--- config.mk ---
export PLATFORM = sky130hd
export DESIGN_NAME = enc_share_arbiter_flat
export DESIGN_NICKNAME = d
export VERILOG_FILES = /design/src/rtl/enc_share_arbiter_if.sv /design/src/rtl/enc_share_arbiter.sv /design/src/flat_wrapper.sv
export SDC_FILE = /design/constraint.sdc
export NUM_CORES = 1
export LEC_CHECK = 0
export ABC_AREA = 1
export ABC_CLOCK_PERIOD_IN_PS = 3000
export BUFFER_PORTS_ARGS = -buffer_cell sky130_fd_sc_hd__buf_4
export CORE_MARGIN = 1
export CORE_UTILIZATION = 45
export DETAILED_ROUTE_END_ITERATION = 7
export PLACE_DENSITY = 0.69
export SETUP_SLACK_MARGIN = 0.15
export SLEW_MARGIN = 15
export SYNTH_ARGS = -nofsm -noshare
export SYNTH_HDL_FRONTEND = slang
export SYNTH_SLANG_ARGS = --single-unit
--- constraint.sdc ---
create_clock -name CLK -period 3 [get_ports CLK]
set_input_delay 0.45 -clock CLK [delete_from_list [all_inputs] [get_ports CLK]]
set_output_delay 0.45 -clock CLK [all_outputs]
set_load 0.03 [all_outputs]
--- src/rtl/enc_share_arbiter_if.sv ---
// Bundle between the shared-encoder arbiter, its requesters, the encoder
// datapath and the response consumer.
//
// Handshake semantics: an EN_* strobe is a request from the other side and is
// honoured only in a cycle where the matching RDY_* is 1 at the rising edge;
// an EN_* seen while RDY_* is 0 has no effect. RDY_* never depends
// combinationally on EN_*. enc_valid marks the single cycle in which enc_src
// is meaningful and enc_result must be settled.
interface enc_share_arbiter_if #(
    parameter int NREQ = 4,
    parameter int VW   = 32,
    parameter int IW   = 6
);
    logic [NREQ-1:0]         EN_req;
    logic [NREQ*VW-1:0]      req_vec;
    logic [NREQ-1:0]         RDY_req;
    logic [VW-1:0]           enc_src;
    logic                    enc_valid;
    logic [IW-1:0]           enc_result;
    logic                    RDY_resp;
    logic [$clog2(NREQ)-1:0] resp_id;
    logic [IW-1:0]           resp_idx;
    logic                    resp_zero;
    logic                    EN_resp;
    logic                    mv_busy;
    logic                    RDY_mv_busy;

    // Arbiter side.
    modport slave (
        input  EN_req, req_vec, enc_result, EN_resp,
        output RDY_req, enc_src, enc_valid, RDY_resp, resp_id, resp_idx,
               resp_zero, mv_busy, RDY_mv_busy
    );

    // Requesters, encoder and consumer side.
    modport master (
        output EN_req, req_vec, enc_result, EN_resp,
        input  RDY_req, enc_src, enc_valid, RDY_resp, resp_id, resp_idx,
               resp_zero, mv_busy, RDY_mv_busy
    );
endinterface

--- src/rtl/enc_share_arbiter.sv ---
// Shares one external leading-one encoder among NREQ requesters. Each
// requester owns a one-entry holding slot; a round-robin pointer picks the
// next slot, drives it to the encoder for one cycle, captures the index and
// holds it on the response port until the consumer takes it.
module enc_share_arbiter #(
    parameter int NREQ = 4,
    parameter int VW   = 32,
    parameter int IW   = 6
) (
    input  logic                 CLK,
    input  logic                 RST_N,
    enc_share_arbiter_if.slave   bus,
    output logic [1:0]           dbg_state
);
    localparam int IDW = $clog2(NREQ);

    typedef enum logic [1:0] {
        ST_IDLE   = 2'd0,
        ST_SAMPLE = 2'd1,
        ST_HOLD   = 2'd2
    } state_t;

    state_t          state_q,     state_d;
    logic [NREQ-1:0] pend_q,      pend_d;
    logic [VW-1:0]   vec_q [NREQ];
    logic [VW-1:0]   vec_d [NREQ];
    logic [IDW-1:0]  ptr_q,       ptr_d;
    logic [IDW-1:0]  gid_q,       gid_d;
    logic [VW-1:0]   enc_src_q,   enc_src_d;
    logic            enc_valid_q, enc_valid_d;
    logic            rdy_resp_q,  rdy_resp_d;
    logic [IDW-1:0]  resp_id_q,   resp_id_d;
    logic [IW-1:0]   resp_idx_q,  resp_idx_d;

    logic            win_found;
    logic [IDW-1:0]  win_id;
    logic [IDW-1:0]  cand;

    // Round-robin winner: first pending slot at or after ptr, wrapping.
    // Scanning from the far end lets the nearest candidate overwrite last.
    always_comb begin
        win_found = 1'b0;
        win_id    = '0;
        cand      = '0;
        for (int k = NREQ - 1; k >= 0; k--) begin
            cand = IDW'((int'(ptr_q) + k) % NREQ);
            if (pend_q[cand]) begin
                win_found = 1'b1;
                win_id    = cand;
            end
        end
    end

    // Next-state: slot loading, issue sequencing and response capture.
    always_comb begin
        state_d     = state_q;
        pend_d      = pend_q;
        vec_d       = vec_q;
        ptr_d       = ptr_q;
        gid_d       = gid_q;
        enc_src_d   = enc_src_q;
        enc_valid_d = enc_valid_q;
        rdy_resp_d  = rdy_resp_q;
        resp_id_d   = resp_id_q;
        resp_idx_d  = resp_idx_q;

        // A full slot ignores further enqueues so the held vector is kept.
        for (int i = 0; i < NREQ; i++) begin
            if (bus.EN_req[i] && !pend_q[i]) begin
                pend_d[i] = 1'b1;
                vec_d[i]  = bus.req_vec[i*VW +: VW];
            end
        end

        case (state_q)
            ST_IDLE: begin
                if (win_found) begin
                    enc_src_d   = vec_q[win_id];
                    enc_valid_d = 1'b1;
                    gid_d       = win_id;
                    state_d     = ST_SAMPLE;
                end else begin
                    enc_src_d   = '0;
                    enc_valid_d = 1'b0;
                end
            end
            ST_SAMPLE: begin
                // The slot stays busy through this cycle and frees at the edge.
                resp_idx_d    = bus.enc_result;
                resp_id_d     = gid_q;
                pend_d[gid_q] = 1'b0;
                ptr_d         = (gid_q == IDW'(NREQ - 1)) ? '0 : gid_q + IDW'(1);
                enc_src_d     = '0;
                enc_valid_d   = 1'b0;
                rdy_resp_d    = 1'b1;
                state_d       = ST_HOLD;
            end
            ST_HOLD: begin
                if (bus.EN_resp) begin
                    rdy_resp_d = 1'b0;
                    state_d    = ST_IDLE;
                end
            end
            default: begin
                state_d = ST_IDLE;
            end
        endcase
    end

    // State register; asynchronous reset drops every slot and any held response.
    always_ff @(posedge CLK or negedge RST_N) begin
        if (!RST_N) begin
            state_q     <= ST_IDLE;
            pend_q      <= '0;
            for (int i = 0; i < NREQ; i++) begin
                vec_q[i] <= '0;
            end
            ptr_q       <= '0;
            gid_q       <= '0;
            enc_src_q   <= '0;
            enc_valid_q <= 1'b0;
            rdy_resp_q  <= 1'b0;
            resp_id_q   <= '0;
            resp_idx_q  <= '0;
        end else begin
            state_q     <= state_d;
            pend_q      <= pend_d;
            vec_q       <= vec_d;
            ptr_q       <= ptr_d;
            gid_q       <= gid_d;
            enc_src_q   <= enc_src_d;
            enc_valid_q <= enc_valid_d;
            rdy_resp_q  <= rdy_resp_d;
            resp_id_q   <= resp_id_d;
            resp_idx_q  <= resp_idx_d;
        end
    end

    assign bus.RDY_req     = ~pend_q;
    assign bus.enc_src     = enc_src_q;
    assign bus.enc_valid   = enc_valid_q;
    assign bus.RDY_resp    = rdy_resp_q;
    assign bus.resp_id     = resp_id_q;
    assign bus.resp_idx    = resp_idx_q;
    assign bus.resp_zero   = (resp_idx_q == IW'(VW));
    assign bus.mv_busy     = (state_q != ST_IDLE) || (|pend_q);
    assign bus.RDY_mv_busy = 1'b1;
    assign dbg_state       = state_q;
endmodule

--- src/flat_wrapper.sv ---
// flat-port wrapper written by rule: the top's interface ports become plain ports
module enc_share_arbiter_flat 
#(
    parameter int NREQ = 4,
    parameter int VW   = 32,
    parameter int IW   = 6
)
  (CLK, RST_N, dbg_state, bus_EN_req, bus_req_vec, bus_enc_result, bus_EN_resp, bus_RDY_req, bus_enc_src, bus_enc_valid, bus_RDY_resp, bus_resp_id, bus_resp_idx, bus_resp_zero, bus_mv_busy, bus_RDY_mv_busy);
  enc_share_arbiter_if #(.NREQ(NREQ), .VW(VW), .IW(IW)) bus_i ();
  input  logic CLK;
  input  logic RST_N;
  output logic [1:0] dbg_state;
  input wire logic [$bits(bus_i.EN_req)-1:0] bus_EN_req;
  input wire logic [$bits(bus_i.req_vec)-1:0] bus_req_vec;
  input wire logic [$bits(bus_i.enc_result)-1:0] bus_enc_result;
  input wire logic [$bits(bus_i.EN_resp)-1:0] bus_EN_resp;
  output wire logic [$bits(bus_i.RDY_req)-1:0] bus_RDY_req;
  output wire logic [$bits(bus_i.enc_src)-1:0] bus_enc_src;
  output wire logic [$bits(bus_i.enc_valid)-1:0] bus_enc_valid;
  output wire logic [$bits(bus_i.RDY_resp)-1:0] bus_RDY_resp;
  output wire logic [$bits(bus_i.resp_id)-1:0] bus_resp_id;
  output wire logic [$bits(bus_i.resp_idx)-1:0] bus_resp_idx;
  output wire logic [$bits(bus_i.resp_zero)-1:0] bus_resp_zero;
  output wire logic [$bits(bus_i.mv_busy)-1:0] bus_mv_busy;
  output wire logic [$bits(bus_i.RDY_mv_busy)-1:0] bus_RDY_mv_busy;
  assign bus_i.EN_req = bus_EN_req;
  assign bus_i.req_vec = bus_req_vec;
  assign bus_i.enc_result = bus_enc_result;
  assign bus_i.EN_resp = bus_EN_resp;
  assign bus_RDY_req = bus_i.RDY_req;
  assign bus_enc_src = bus_i.enc_src;
  assign bus_enc_valid = bus_i.enc_valid;
  assign bus_RDY_resp = bus_i.RDY_resp;
  assign bus_resp_id = bus_i.resp_id;
  assign bus_resp_idx = bus_i.resp_idx;
  assign bus_resp_zero = bus_i.resp_zero;
  assign bus_mv_busy = bus_i.mv_busy;
  assign bus_RDY_mv_busy = bus_i.RDY_mv_busy;
  enc_share_arbiter #(.NREQ(NREQ), .VW(VW), .IW(IW)) u_core (.CLK(CLK), .RST_N(RST_N), .bus(bus_i), .dbg_state(dbg_state));
endmodule
==> results of run 1 <==
## per-layer routing
metal / vias up / global-route usage / wire length [um]
met1: 3178 / 0.315 / 9120
met2: 226 / 0.379 / 10000
met3: 25 / 0.0593 / 1400
met5: - / 0 / 0
li1: 3135 / - / -
met4: 0 / 0.0747 / 307
## through the flow
stage | cells | hold slack [ns]
floorplan | 852 | 0.154
global placement | 1231 | 0.472
detailed placement | 1231 | 0.478
CTS | 1262 | 0.0631
global route | 1262 | 0.0895
finish | 1262 | 0.0503
## flip-flops by register name, summed over array words and instances (netlist names)
name and cells:
u_core.ptr_q 2, u_core.pend_q 4, u_core.dbg_state 2, u_core.bus.RDY_resp 1
u_core.bus.enc_valid 1, u_core.vec_q 128, u_core.bus.resp_idx 6, u_core.bus.resp_id 2
u_core.bus.enc_src 32, u_core.gid_q 2
## layout make-up
type / instances / area, um^2 / share of cell area
timing repair buffer: 204 / 1550 / 0.152
clock buffer: 22 / 474 / 0.0464
inverter: 71 / 269 / 0.0263
sequential: 180 / 4500 / 0.441
clock inverter: 9 / 80.1 / 0.00783
multi-input combinational: 551 / 3060 / 0.300
tap: 225 / 282 / 0.0275
## critical path, stage by stage, from the launching register on
cell and delay, ns:
dfrtp_1 0.63, inv_1 0.20, nand2_1 0.14, nand2_2 0.09
inv_2 0.05, nand2_1 0.04, nand2_1 0.07, inv_2 0.05
nand2_2 0.09, nand2_1 0.50, nand3_1 0.26, nand3_1 0.12
nand3_1 0.11, nand2_1 0.07
## logic make-up after synthesis
family / synth area share
xor gates and xnor gates: 0.00108
AOI/OAI and AO/OA: 0.0413
and+or+nand+nor: 0.217
buffers and inverters: 0.0659
DFF: 0.557
muxes: 0.111
other: 0.000464
adders and majority gates: 0.00619
## worst paths after layout
path / end / slack (ns) / cells after the start
setup / recovery: u_core.bus.enc_src[2] / 0.45 / 13
hold / removal: u_core.bus.resp_idx[1] / 0.05 / 1
setup reg to reg: u_core.bus.enc_src[2] / 0.45 / 13
hold reg to reg: u_core.bus.enc_src[22] / 0.50 / 2
max in group asynchronous: u_core.vec_q[51] / 2.03 / 2
min in group CLK: u_core.bus.resp_idx[5] / 0.22 / 3
## power by group through the flow
stage / combinational [W] / sequential [W] / clock, W
6_report: 0.00609 / 0.00423 / 0.00211
5_1_grt: 0.00675 / 0.00436 / 0.00225
4_1_cts: 0.00614 / 0.00422 / 0.00215
3_5_place_dp: 0.00611 / 0.00426 / 0
3_3_place_gp: 0.00597 / 0.00423 / 0
2_1_floorplan: 0.00404 / 0.00458 / 0
## placed cells by master (no fill, tap or decap), drive strengths merged, types with 4 or more instances in the layout
master | netlist | final
buf | 28 | 203
dfrtp | 180 | 180
nand2 | 172 | 172
nand3 | 167 | 167
mux2 | 80 | 80
inv | 71 | 71
nor2 | 59 | 59
a21oi | 49 | 49
clkbuf | 22 | 23
o21ai | 15 | 15
ha | 4 | 4
clkinv | 0 | 4
clkinvlp | 0 | 4
==> impl_metrics.toml, run 1 <==
[cts]
clkLatencyLatePin_ns = 0.42
postCtsSetupBuffers = 0
cts_sinks = 180
cts_tree = "yes"
clockBufferDepth = 2
post_cts_resized = 0
cts_made_buffers = 17
path_clk_slew_ns = 0.06
postCtsHoldBufs = 0
cts_htree_levels = 4
root_buffer = "clkbuf_16"

[route]
drc_errors = 0
drt_iter0_drc = 430
wire_per_inst_um = 16.5
vias_per_cell = 5.20
first_pass_iters = 5
drtAntennaViolNets = 0
drt-total-wl_mm = 20.9
vias = 6564

[sta]
worst_pin_slew_ns = 0.974
tns_ns = 0
finalSetupViolCount = 0
fin_ws_ns = 0.448
hold_viol_final = 0
max-slew-margin-rel = 0.348
maxSlewViolCount = 0
fin_skew_ns = 0.00473
rsz0062_at_grt = "no"
fmax_mhz = 392
fin_crit_sh = 0.851
finalWorstPathRequiredPeriod_ns = 2.55

[layout]
antenna_cells = 0
drive_gt1_frac = 0.321
area_growth_pct = 26.4
fill_cells = 1553
final_area_um2 = 10200
fin_util = 0.587
final_nets = 1170

[place]
dpl.hpwl_mm = 14.3
dp_slack_ns = 0.552
place_area_um2 = 9670
gp_congestion = 0.897
io_buffer_count = 190

[setup_path]
cp.required_ns = 3.31
r2r_start = "u_core.ptr_q[0]"
worst-path-max-fanout = 20
critPathLaunchType = "register"
critPathKind = "register to register"
arrival_ns = 2.86
cp-end-kind = "register"
crit_path_start = "u_core.ptr_q[0]"

[synthesis]
post-synth-top-count-cell = "dfrtp_1"
synth_edf_count = 0
syn_area_um2 = 8090
synth_top_flop_cell = "dfrtp_1"
yosysWarnings = 0
synth_top_area_share = 0.557
synth.largest_area_cell = "dfrtp_1"
synthDistinctLibCells = 26
postSynthAreaPerCell_um2 = 9.49
synth-seq-cells = 180
synthTopCellsByArea = "dfrtp_1 (56%), mux2_2 (11%), nand3_1 (10%)"
synthesis.nets = 997
ys_seq_area_frac = 0.557
synthTopCellsByCount = "dfrtp_1 (180), nand2_1 (167), nand3_1 (165)"
ys_async_sr_fraction = 1.00
postSynthCellCount = 852

[power_and_ir_drop]
total_power_w = 0.0124
clkPwrFrac = 0.170
switching_power_w = 0.00535
power.share.switching = 0.430
power.density_nw_per_um2 = 1220
p_seq_frac = 0.340
ir_worst_vdd_v = 0.000741
cell_internal_pwr_w = 0.00708
comb_power_share = 0.490
p_leak_nw = 5.17

[global_route]
grt_usage = 0.237
grt_max_degree = 75
antenna_found_initial = 0
first_global_vias = 6510
grt_remaining_overflow = 0
grt_pass1_wl_mm = 33.2

[die]
die_x_um = 136
die_area_um2 = 18500
core_area_um2 = 17400
die_y_um = 136
num_io_pins = 192
start_util = 0.464
fp-row-count = 48

[outcome]
status = "finished, final reports clean"

[run]
timing.max_cap.violations = 0

[min_path]
min-delay-path-class = "input pin to asynchronous set/reset pin"
No activity file was read; power rests on OpenSTA's default activity.
==> inputs of run 2 (changes only) <==
--- a/config.mk
+++ b/config.mk
@@ -6,12 +6,12 @@
 export NUM_CORES = 1
 export LEC_CHECK = 0
 export ABC_AREA = 1
-export ABC_CLOCK_PERIOD_IN_PS = 3000
+export ABC_CLOCK_PERIOD_IN_PS = 2200
 export BUFFER_PORTS_ARGS = -buffer_cell sky130_fd_sc_hd__buf_4
 export CORE_MARGIN = 1
 export CORE_UTILIZATION = 45
 export DETAILED_ROUTE_END_ITERATION = 7
-export PLACE_DENSITY = 0.69
+export PLACE_DENSITY = 0.71
 export SETUP_SLACK_MARGIN = 0.15
 export SLEW_MARGIN = 15
 export SYNTH_ARGS = -nofsm -noshare
==> constraint.sdc (replaced) <==
create_clock -name CLK -period 2.2 [get_ports CLK]
set_input_delay 0.33 -clock CLK [delete_from_list [all_inputs] [get_ports CLK]]
set_output_delay 0.33 -clock CLK [all_outputs]
set_load 0.03 [all_outputs]
==> impl_metrics.toml, run 2 (synthesis results as in run 1) <==
[outcome]
status = "finished, final reports clean"

[sta]
hold_slack_ns = 0.107
rsz0062_at_grt = "yes"
fin_ws_ns = 0.228
finalSetupViolCount = 0
fin_crit_sh = 0.896
maxSlewViolCount = 0
hold_viol_final = 0
tns_ns = 0
worst_pin_slew_ns = 0.743
max-slew-margin-rel = 0.503
finalWorstPathRequiredPeriod_ns = 1.97
fin_skew_ns = 0.00776
fmax_mhz = 507

[layout]
most-common-layout-cells = "buf_4 (206), dfrtp_1 (178), nand3_1 (165)"
seq_area_um2 = 4510
top_register = "u_core.vec_q"
largest_reg_flops = 128
multi_input_area_um2 = 3080
fill_cells = 1527
area_growth_pct = 30.2
antenna_cells = 0
final_nets = 1182
drive_gt1_frac = 0.334
final_common_cell = "buf_4"
final_area_um2 = 10500

[cts]
postCtsSetupBuffers = 0
cts_sinks = 180
cts_tree = "yes"
clockBufferDepth = 2
clkLatencyLatePin_ns = 0.43
root_buffer = "clkbuf_16"
path_clk_slew_ns = 0.06
cts_made_buffers = 17
cts_htree_levels = 4

[die]
die_x_um = 136
core_area_um2 = 17400
start_util = 0.464
fp-row-count = 48
num_io_pins = 192
die_area_um2 = 18500
die_y_um = 136

[place]
dpl.hpwl_mm = 14.8
gp_congestion = 0.930
dp_slack_ns = 0.218
io_buffer_count = 190
place_area_um2 = 9810

[setup_path]
arrival_ns = 1.64
worst-path-max-fanout = 8
cpMaxStageDelayCell = "dfrtp_2"
critPathKind = "register to primary output"
slowest_delay_ns = 0.47
cp-end-kind = "primary output"
critPathTopFamily = "flip-flops"
critPathLaunchType = "register"
cp.required_ns = 1.87
cp.buffers_inverters = 1
critical_path.cell_chain = "nand2_1 > o21ai_2 > nor2_1 > nand4_1 > buf_4"

[global_route]
grt_max_degree = 59
antenna_found_initial = 0
first_global_vias = 6613
grt_usage = 0.237
grt_pass1_wl_mm = 33.3
grt_remaining_overflow = 0

[run]
timing.max_cap.violations = 0

[route]
vias_per_cell = 5.12
drtAntennaViolNets = 0
first_pass_iters = 5
drc_errors = 0
drt_iter0_drc = 338
vias = 6528
wire_per_inst_um = 16.3
drt-total-wl_mm = 20.8

[power_and_ir_drop]
power.density_nw_per_um2 = 1710
p_leak_nw = 5.32
ir_worst_vdd_v = 0.000995

[min_path]
min-delay-path-class = "input pin to register"
run 2: layout make-up:
type	count	area share
timing repair buffer	216	0.162
sequential	180	0.428
multi-input combinational	551	0.292
clock buffer	18	0.0417
tap	225	0.0267
clock inverter	14	0.0232
inverter	71	0.0258
run 2: worst reg2reg max path: cells and delay by family (launching register included):
family,cells,cell delay [ns]
buffers and inverters,2,0.37
AND/OR/NAND/NOR,9,0.88
flip-flops,1,0.47
XOR/XNOR,1,0.13
run 2: repair_timing:
item                                   4_1_cts  5_1_grt
hold buffers                                 1        0
endpoints found under the hold margin       55        0
resized for setup                            0        9
setup endpoints to repair                    0       34
run 2: final timing paths:
path | endpoint | cells past startpoint | from | slack, ns
max reg2reg | u_core.bus.enc_src[30] | 12 | u_core.ptr_q[0] | 0.29
min in group asynchronous | u_core.bus.resp_idx[1] | 2 | RST_N | 0.44
max in group asynchronous | u_core.vec_q[90] | 3 | RST_N | 1.05
min reg2reg | u_core.bus.resp_id[1] | 2 | u_core.bus.resp_id[1] | 0.49
max | bus_mv_busy | 5 | u_core.ptr_q[0] | 0.23
min | u_core.dbg_state[1] | 2 | bus_EN_resp | 0.11
run 2: per-layer routing:
metal  up-vias  GRT usage  share of wire
li1       3155          -              -
met4         0     0.0833          0.022
met3        28     0.0597          0.068
met5         -          0              0
met2       201      0.388           0.48
met1      3144      0.305           0.43
run 2: stage by stage:
| step | instances | util | power, W |
|---|---|---|---|
| after floorplan | 852 | - | 0.0118 |
| after global placement | 1242 | 0.563 | 0.0142 |
| after detailed placement | 1242 | 0.563 | 0.0145 |
| after CTS | 1275 | 0.603 | 0.0180 |
| after global routing | 1275 | 0.605 | 0.0193 |
| final | 1275 | 0.605 | 0.0180 |
run 2: power breakdown:
group	internal [W]	switching [W]
logic	0.00346	0.00527
registers	0.00494	0.000817
clock network	0.00218	0.00132
total	0.0106	0.00740
